**src/rtl/fb_pkg.sv**
```systemverilog
// Shared frame-buffer geometry, constants and FSM state type used by the
// write port and the VGA scan-out side.
package fb_pkg;

    localparam int FB_WIDTH  = 240;
    localparam int FB_HEIGHT = 160;
    localparam int FB_PIXELS = FB_WIDTH * FB_HEIGHT;
    localparam int FB_ADDR_W = 16;

    // Colour shown by scan-out outside the visible frame.
    localparam logic [14:0] FB_GREY = 15'b110111101111011;

    // Bit 15 of incoming pixels is not part of BGR555 and is stored as 0.
    localparam logic [15:0] FB_DATA_MASK = 16'h7FFF;

    typedef enum logic [1:0] {
        ST_IDLE    = 2'd0,
        ST_WAIT_VS = 2'd1,
        ST_WRITE   = 2'd2
    } fb_state_t;

endpackage

```
**src/rtl/fb_addr_gen.sv**
```systemverilog
// Column/row/base counters producing the linear frame-buffer address
// row*WIDTH + col without a multiplier.
module fb_addr_gen
    import fb_pkg::*;
#(
    parameter int WIDTH  = FB_WIDTH,
    parameter int HEIGHT = FB_HEIGHT
) (
    input  logic                 clk,
    input  logic                 rst,
    input  logic                 clear,
    input  logic                 advance,
    output logic [FB_ADDR_W-1:0] addr,
    output logic                 last
);

    localparam int COL_W = $clog2(WIDTH);
    localparam int ROW_W = $clog2(HEIGHT);

    logic [COL_W-1:0]     col;
    logic [ROW_W-1:0]     row;
    logic [FB_ADDR_W-1:0] base;
    logic                 col_last;
    logic                 row_last;

    assign col_last = (col == COL_W'(WIDTH - 1));
    assign row_last = (row == ROW_W'(HEIGHT - 1));
    assign last     = col_last & row_last;
    assign addr     = base + FB_ADDR_W'(col);

    // Clear wins over advance so the final pixel never pushes base past the last row.
    always_ff @(posedge clk or posedge rst) begin
        if (rst) begin
            col  <= '0;
            row  <= '0;
            base <= '0;
        end else if (clear) begin
            col  <= '0;
            row  <= '0;
            base <= '0;
        end else if (advance) begin
            if (col_last) begin
                col  <= '0;
                row  <= row + 1'b1;
                base <= base + FB_ADDR_W'(WIDTH);
            end else begin
                col <= col + 1'b1;
            end
        end
    end

endmodule

```
**src/rtl/fb_writer.sv**
```systemverilog
// Frame-buffer write port: accepts a valid/ready pixel stream and issues
// registered linear writes, optionally starting each frame on a vsync edge.
module fb_writer
    import fb_pkg::*;
#(
    parameter int   WIDTH      = FB_WIDTH,
    parameter int   HEIGHT     = FB_HEIGHT,
    parameter logic SYNC_TO_VS = 1'b1,
    parameter logic VS_ACTIVE  = 1'b0
) (
    input  logic        clk,
    input  logic        rst,
    input  logic        frame_start,
    input  logic        pix_valid,
    input  logic [15:0] pix_data,
    output logic        pix_ready,
    input  logic        vs,
    output logic        wr_en,
    output logic [15:0] wr_addr,
    output logic [15:0] wr_data,
    output logic        busy,
    output logic        frame_done,
    output logic        restart_err
);

    localparam fb_state_t START_STATE = SYNC_TO_VS ? ST_WAIT_VS : ST_WRITE;

    fb_state_t            state;
    fb_state_t            next_state;
    logic                 vs_q;
    logic                 vs_edge;
    logic                 hs;
    logic                 last;
    logic                 frame_end;
    logic                 restart_pulse;
    logic [FB_ADDR_W-1:0] addr;

    assign pix_ready     = (state == ST_WRITE);
    assign busy          = (state != ST_IDLE);
    assign hs            = pix_valid & pix_ready;
    assign frame_end     = hs & last;
    assign vs_edge       = (vs == VS_ACTIVE) && (vs_q != VS_ACTIVE);
    assign restart_pulse = frame_start & busy & ~frame_end;

    fb_addr_gen #(
        .WIDTH  (WIDTH),
        .HEIGHT (HEIGHT)
    ) u_addr_gen (
        .clk     (clk),
        .rst     (rst),
        .clear   (frame_start | frame_end),
        .advance (hs),
        .addr    (addr),
        .last    (last)
    );

    // A new frame_start always takes precedence over the current state.
    always_comb begin
        next_state = state;
        if (frame_start) begin
            next_state = START_STATE;
        end else begin
            case (state)
                ST_WAIT_VS: if (vs_edge)   next_state = ST_WRITE;
                ST_WRITE:   if (frame_end) next_state = ST_IDLE;
                default:    next_state = state;
            endcase
        end
    end

    always_ff @(posedge clk or posedge rst) begin
        if (rst) begin
            state       <= ST_IDLE;
            vs_q        <= 1'b0;
            wr_en       <= 1'b0;
            wr_addr     <= '0;
            wr_data     <= '0;
            frame_done  <= 1'b0;
            restart_err <= 1'b0;
        end else begin
            state       <= next_state;
            vs_q        <= vs;
            wr_en       <= hs;
            frame_done  <= frame_end;
            restart_err <= restart_pulse;
            if (hs) begin
                wr_addr <= addr;
                wr_data <= pix_data & FB_DATA_MASK;
            end
        end
    end

endmodule

```
**config.mk**
```make
export PLATFORM = sky130hd
export DESIGN_NAME = fb_writer
export DESIGN_NICKNAME = d
export VERILOG_FILES = /design/src/rtl/fb_pkg.sv /design/src/rtl/fb_addr_gen.sv /design/src/rtl/fb_writer.sv
export SDC_FILE = /design/constraint.sdc
export NUM_CORES = 1
export LEC_CHECK = 0
export BUFFER_PORTS_ARGS = -buffer_cell sky130_fd_sc_hd__buf_4
export CAP_MARGIN = 20
export CORE_MARGIN = 2
export CORE_UTILIZATION = 50
export DETAILED_ROUTE_END_ITERATION = 8
export HOLD_SLACK_MARGIN = 0.1
export PLACE_DENSITY = 0.84
export SLEW_MARGIN = 15
export SYNTH_ARGS = -nofsm -noshare
export SYNTH_HDL_FRONTEND = slang
export SYNTH_SLANG_ARGS = --single-unit
export TNS_END_PERCENT = 100
```
**constraint.sdc**
```tcl
create_clock -name clk -period 3.4 [get_ports clk]
set_input_delay 0.34 -clock clk [delete_from_list [all_inputs] [get_ports clk]]
set_output_delay 0.34 -clock clk [all_outputs]
set_load 0.1 [all_outputs]
```
==> results_dict.tcl, run 1 <==
set metrics [dict create \
    cts_root_buffer "clkbuf_8" \
    netlist_area_mm2 0.00316 \
    clock_latency_ps 340 \
    hold_start "pix_data[7]" \
    p_leak_nw 1.88 \
    setup_viol 0 \
    die_w_um 83.5 \
    synth_cell_type_count 45 \
    overflow 0 \
    dr.first_iter.drc_count 110 \
    drv_slew 0 \
    hold_violations 0 \
    cts_tree "built" \
    cts-resized-gates 0 \
    fin_setup_tns_ps 0 \
    fmax_mhz 444 \
    peakVddDrop_v 0.000463 \
    htreeDepth 3 \
    core_area_mm2 0.00603 \
    grt_start_max_net_pins 40 \
    maxCapViolCount 0 \
    final_util_pct 63.8 \
    worstMarginPinSlew_ps 657 \
    synth-edff-count 0 \
    cp-end-kind "register" \
    cp-start-kind "register" \
    drtAntennaViolNets 0 \
    numCtsBuffers 9 \
    post-route-drc-count 0 \
    post-route-period-util_pct 66.2 \
    drtPass1Iterations 4 \
    rows 28 \
    hold_depth 3 \
    pre_cts_ws_ps 1170 \
    die_h_um 83.5 \
    io_pins 58 \
    critical_path.cell_chain "ha_1 -> nand2_1 -> nor4_4 -> and2_1 -> or2_1 -> o21ai_0" \
    path_clk_slew_ps 70 \
    grt_pass1_vias 2440 \
    ys_seq_elements 65 \
    via_per_inst 5.23 \
    synth.largest_area_cell "dfrtp_1" \
    track_usage_pct 20.2 \
    reg2reg_from "u_addr_gen.row[0]" \
    synthTopCellsByArea "dfrtp_1 52%, nand2_1 11%, xor2_1 4.4%, o21ai_0 4.1%, nor2_1 3.6%" \
    antenna_found_initial 0 \
    grt_pass1_wl_um 11300 \
    antennaDiodeCount 0 \
    fin_crit_ps 2250 \
    cts_sinks 65 \
    routed_wl_um 6470 \
    final_nets 420 \
    cp.required_ps 3600 \
    synth_nets 364 \
    slowest_stage "or2_1" \
    holdPathEnd "wr_data[7]" \
    final_layout_size_suffix_gt1_share_pct 22.2 \
    path_max_fanout 16 \
    timing.final.ws_setup_ps 1150 \
    rsz0062_at_grt "no" \
    status "completed" \
    yosys_warnings 0 \
    fin_skew_ps 7.46 \
    initial_utilization_pct 52.4 \
    clock_path_buffers 2 \
    syn_avg_cell_area_um2 9.40 \
    wl_per_cell_um 13.7 \
    rr_endpoint "u_addr_gen.row[1]" \
    synth_top_area_share_pct 51.5 \
    dp_hpwl_um 4370 \
    r2r.worst_path.cells 6 \
    dieArea_mm2 0.00696 \
    synthFlopType "dfrtp_1" \
    area_growth_pct 21.9 \
    fill_cells 508 \
    synthArstFlopShare_pct 100 \
    rrSetupSlack_ps 1150 \
    max_slew_margin_pct 56.2 \
    p_per_area_mw_per_mm2 597 \
    gp_congestion 0.813 \
    critPathMaxStageDelay_ps 510 \
    vias 2468 \
    worst-setup-path-type "register to register" \
    syn_inst 336 \
    yosysSeqAreaShare_pct 51.5 \
    critical_path_arrival_ps 2450 \
    port_buffers 55 \
    hold_class "input port to register" \
]
## routing by layer
metal / up-vias / part of all wire (%) / track usage [%]
met3: 11 / 4.2 / 4.75
met4: 0 / 1.9 / 9.24
li1: 1224 / - / -
met1: 1176 / 46 / 26.0
met5: - / 0 / 0
met2: 57 / 48 / 32.8
## power by group
group | leakage [nW] | switching, mW | total (mW) | internal (mW)
logic | 0.885 | 0.535 | 0.672 | 0.138
clock network | 0.113 | 0.302 | 0.734 | 0.432
registers | 0.877 | 0.0501 | 0.891 | 0.841
total | 1.88 | 0.887 | 2.30 | 1.41
## logic make-up (layout without fill, tap and decap cells)
family,after synthesis,after routing,share of synthesized area [%]
AO/OA/AOI/OAI,44,44,7.69
flip-flops,65,65,51.5
other,1,1,0.119
XOR/XNOR,27,27,7.49
adder cells (fa/ha/maj),7,7,2.77
AND/OR/NAND/NOR,171,171,27.2
buffers and inverters,21,82,3.21
## layout make-up
| type | instances | area (um^2) | share of cell area, % |
|---|---|---|---|
| clock buffers | 11 | 141 | 3.67 |
| clock inverters | 5 | 78.8 | 2.05 |
| inverters | 6 | 22.5 | 0.585 |
| multi-input cells | 250 | 1430 | 37.1 |
| flip-flops and latches | 65 | 1630 | 42.3 |
| well taps | 75 | 93.8 | 2.44 |
| repair buffers | 60 | 455 | 11.8 |
## flip-flops by register name (all words and copies together) (netlist names)
name,flops
frame_done,1
restart_err,1
state,2
u_addr_gen.base,12
u_addr_gen.col,8
u_addr_gen.row,8
vs_q,1
wr_addr,16
wr_data,15
wr_en,1
## cell usage after synthesis (2+ instances only)
cell,n
xor2_1,16
nor2b_1,3
clkbuf_1,7
dfrtp_1,65
buf_2,3
nand4_1,2
nor3_1,2
nand2_1,94
or4_1,2
nor2_1,30
a31oi_1,2
nor3_2,3
o31ai_1,2
buf_4,3
a21oi_1,9
nand3b_1,2
nor3b_1,3
and3_1,4
o21ai_0,26
or3b_2,2
ha_1,7
xnor2_1,11
inv_1,5
nand3_1,11
nor4_4,2
## how the worst max path moves through the flow
stage | cells past startpoint | slack (ps) | startpoint | endpoint
global route | 6 | 870 | u_addr_gen.row[0] | u_addr_gen.row[1]
floorplan | 1 | 1290 | state[1] | pix_ready
detailed placement | 5 | 1170 | state[0] | u_addr_gen.row[1]
global placement | 5 | 1220 | state[0] | u_addr_gen.row[1]
CTS | 5 | 1160 | state[0] | u_addr_gen.row[1]
finish | 6 | 1150 | u_addr_gen.row[0] | u_addr_gen.row[1]
## what timing repair did
item | CTS | global route
hold buffers | 2 | 0
hold endpoints to repair | 27 | 0
setup buffers | 0 | 0
setup endpoints to repair | 0 | 0
## cells in the final DEF (no fill, tap or decap), drive strengths merged, types with 3 or more instances in the layout
cell type and n:
clkinv 4, and3 4, nand3b 3, ha 7
a21oi 9, o21ai 26, inv 5, xnor2 11
nor2b 3, buf 58, nand3 12, nor3 6
nor3b 3, nor2 30, clkbuf 11, dfrtp 65
nand2 94, xor2 16
## per-stage QoR
| step | area (um^2) | std cells | hold WS, ps | total power [mW] |
|---|---|---|---|---|
| 3_5_place_dp | 3610 | 454 | 447 | 1.58 |
| 6_report | 3850 | 472 | 180 | 2.30 |
| 5_1_grt | 3850 | 472 | 173 | 2.38 |
| 2_1_floorplan | 3160 | 336 | 371 | 1.43 |
| 4_1_cts | 3850 | 472 | 166 | 2.31 |
| 3_3_place_gp | 3610 | 454 | 434 | 1.56 |
## critical path, delay by kind of cell (launching register included)
kind | cells | cell delay, ps
DFF | 1 | 380
and+or+nand+nor | 4 | 1330
adders and majority gates | 1 | 200
AOI/OAI and AO/OA | 1 | 190
Power figures use the tool's default switching activity.
==> run 2: changes to the inputs <==
Settings changed: ABC_AREA set to 1, PLACE_DENSITY 0.84 to 0.86.
Clock period 3.4 ns to 1.9 ns, I/O delays scaled along.
==> results_dict.tcl, run 2 <==
set metrics [dict create \
    drtPass1Iterations 4 \
    path_clk_slew_ps 70 \
    regMostFlops "wr_addr" \
    routed_wl_um 7810 \
    gp_congestion 0.907 \
    synth_top_area_share_pct 49.4 \
    numCtsBuffers 9 \
    dr.first_iter.drc_count 207 \
    drtAntennaViolNets 0 \
    p_seq_share_pct 34.1 \
    netlist_area_mm2 0.00330 \
    p_per_area_mw_per_mm2 1240 \
    swShare_pct 41.8 \
    status "completed" \
    yosysSeqAreaShare_pct 49.4 \
    internal_power_mw 3.05 \
    placed_cells 548 \
    grt_pass1_wl_um 13400 \
    cts_root_buffer "clkbuf_8" \
    core_area_mm2 0.00635 \
    cp.required_ps 2150 \
    clock_path_buffers 2 \
    die_h_um 85.2 \
    p_clk_share_pct 29.8 \
    synthTopCellsByArea "dfrtp_1 49%, nand2_1 20%, nand3_1 5.0%, inv_1 4.4%, nor2_1 3.2%" \
    dp_hpwl_um 5090 \
    hold_start "pix_valid" \
    fmax_mhz 599 \
    maxCapViolCount 0 \
    synth-simple-area-share_pct 32.6 \
    post-route-period-util_pct 87.8 \
    yosys.area_share.xor_xnor_pct 3.72 \
    cts_tree "built" \
    htreeDepth 3 \
    syn_avg_cell_area_um2 7.79 \
    clock_latency_ps 360 \
    synthAdderAreaFrac_pct 2.66 \
    hold_class "input port to register" \
    largest_reg_flops 16 \
    top_regs "wr_addr x16, wr_data x15, u_addr_gen.base x12" \
    fin_setup_tns_ps 0 \
    fin_skew_ps 7.68 \
    grt_pass1_vias 2996 \
    wl_per_cell_um 13.4 \
    synth-edff-count 0 \
    cp-end-kind "register" \
    post-route-drc-count 0 \
    final_cells 582 \
    die_w_um 85.2 \
    holdPathEnd "wr_data[6]" \
    rsz0062_at_grt "no" \
    p_leak_nw 2.29 \
    path_max_fanout 7 \
    antenna_found_initial 0 \
    grt_start_max_net_pins 66 \
    synthMuxAreaShare_pct 0 \
    vias 2975 \
    critical_path_arrival_ps 1920 \
    final_nets 528 \
    final_layout_size_suffix_gt1_share_pct 19.2 \
    hold_depth 5 \
    rrSetupSlack_ps 230 \
    r2r.worst_path.cells 9 \
    synthFlopType "dfrtp_1" \
    rows 29 \
    io_pins 58 \
    worst-setup-path-type "register to register" \
    yosys-top-cells-count "175 x nand2_1, 65 x dfrtp_1, 39 x inv_1, 33 x nand3_1, 28 x nor2_1" \
    synthArstFlopShare_pct 100 \
    fin_crit_ps 1670 \
    hold_violations 0 \
    setup_viol 0 \
    synth_cell_type_count 28 \
    ys_seq_elements 65 \
    rr_endpoint "u_addr_gen.base[8]" \
    cts_setup_buffers 0 \
    track_usage_pct 23.3 \
    synth_nets 451 \
    via_per_inst 5.11 \
    overflow 0 \
    yosysMostFrequentCell "nand2_1" \
    syn_inst 423 \
    synth-compound-area-share_pct 3.80 \
    port_buffers 55 \
    p_comb_share_pct 36.1 \
    layout_common_cells "174 x nand2_1, 65 x dfrtp_1, 59 x buf_4" \
    initial_utilization_pct 51.9 \
    synth.largest_area_cell "dfrtp_1" \
    cts_sinks 65 \
    p_switching_mw 2.19 \
    area_growth_pct 28.0 \
    cp-start-kind "register" \
    dieArea_mm2 0.00726 \
    final_common_cell "nand2_1" \
    drv_slew 0 \
    peakVddDrop_v 0.00128 \
    synth_top_family_by_area "simple AND/OR/NAND/NOR gates" \
    yosys_warnings 0 \
    antennaDiodeCount 0 \
    reg2reg_from "u_addr_gen.col[0]" \
]
==> run 2: cell types whose count changed after synthesis, moves of 6 or more <==
cell,before,now
nand3_1,11,33
inv_2,0,6
nand2_1,94,175
xnor2_1,11,3
inv_1,5,39
o21ai_0,26,13
clkbuf_1,7,1
==> run 2: stage by stage <==
stage	hold WS, ps	area, um^2	power, mW	setup WS (ps)	util [%]
6_report	391	4220	5.25	231	66.4
5_1_grt	427	4220	5.47	76.0	66.4
4_1_cts	378	4220	5.25	129	66.4
3_5_place_dp	291	3770	3.65	217	59.3
3_3_place_gp	293	3770	3.60	275	59.3
2_1_floorplan	221	3300	3.25	83.5	-
==> run 2: cell families after synthesis <==
family                   count (synthesis)
other                                    1
AND/OR/NAND/NOR                        255
AO/OA/AOI/OAI                           24
flip-flops                              65
buffers and inverters                   57
adder cells (fa/ha/maj)                  7
XOR/XNOR                                14
==> run 2: critical path, cell delays in order (launching register included) <==
cell and delay [ps]:
dfrtp_1 400, ha_1 220, nand3_2 150, nor2_4 190
nand3_2 120, nand2_2 160, buf_4 180, nor2_1 50
nand2_1 60, nand2_1 50
==> run 2: area by class of cell <==
cell class / count / area [um^2]
clock buffers: 9 / 124
clock inverters: 7 / 143
multi-input cells: 301 / 1420
repair buffers: 78 / 643
flip-flops and latches: 65 / 1630
fillers: 482 / 2130
well taps: 77 / 96.3
inverters: 45 / 169
==> run 2: layer usage <==
| layer | share of wire (%) | vias up | GRT usage (%) | routed length [um] |
|---|---|---|---|---|
| li1 | - | 1463 | - | - |
| met1 | 40 | 1412 | 27.8 | 3090 |
| met2 | 52 | 83 | 40.3 | 4080 |
| met3 | 5.6 | 17 | 4.18 | 434 |
| met4 | 2.7 | 0 | 11.5 | 207 |
| met5 | 0 | - | 0 | 0 |
==> run 2: worst max path at each step <==
stage	startpoint	to	slack, ps	cells after the start
2_1_floorplan	rst	frame_done	80	1
3_3_place_gp	u_addr_gen.col[5]	wr_addr[13]	270	9
3_5_place_dp	u_addr_gen.base[5]	wr_addr[8]	220	8
4_1_cts	u_addr_gen.base[5]	wr_addr[8]	130	8
5_1_grt	u_addr_gen.col[0]	u_addr_gen.base[8]	80	9
6_report	u_addr_gen.col[0]	u_addr_gen.base[8]	230	9
==> run 2: what timing repair did <==
| item | 4_1_cts | 5_1_grt |
|---|---|---|
| gates resized for setup | 0 | 1 |
| hold buffers | 18 | 0 |
| endpoints found under the setup margin | 0 | 4 |
| hold endpoints to repair | 83 | 0 |
==> run 2: power groups by stage <==
| stage | Sequential (mW) | Clock [mW] | Combinational, mW |
|---|---|---|---|
| 6_report | 1.79 | 1.56 | 1.89 |
| 5_1_grt | 1.81 | 1.65 | 2.01 |
| 4_1_cts | 1.78 | 1.58 | 1.89 |
| 3_5_place_dp | 1.80 | 0 | 1.85 |
| 3_3_place_gp | 1.79 | 0 | 1.81 |
| 2_1_floorplan | 2.74 | 0 | 0.512 |
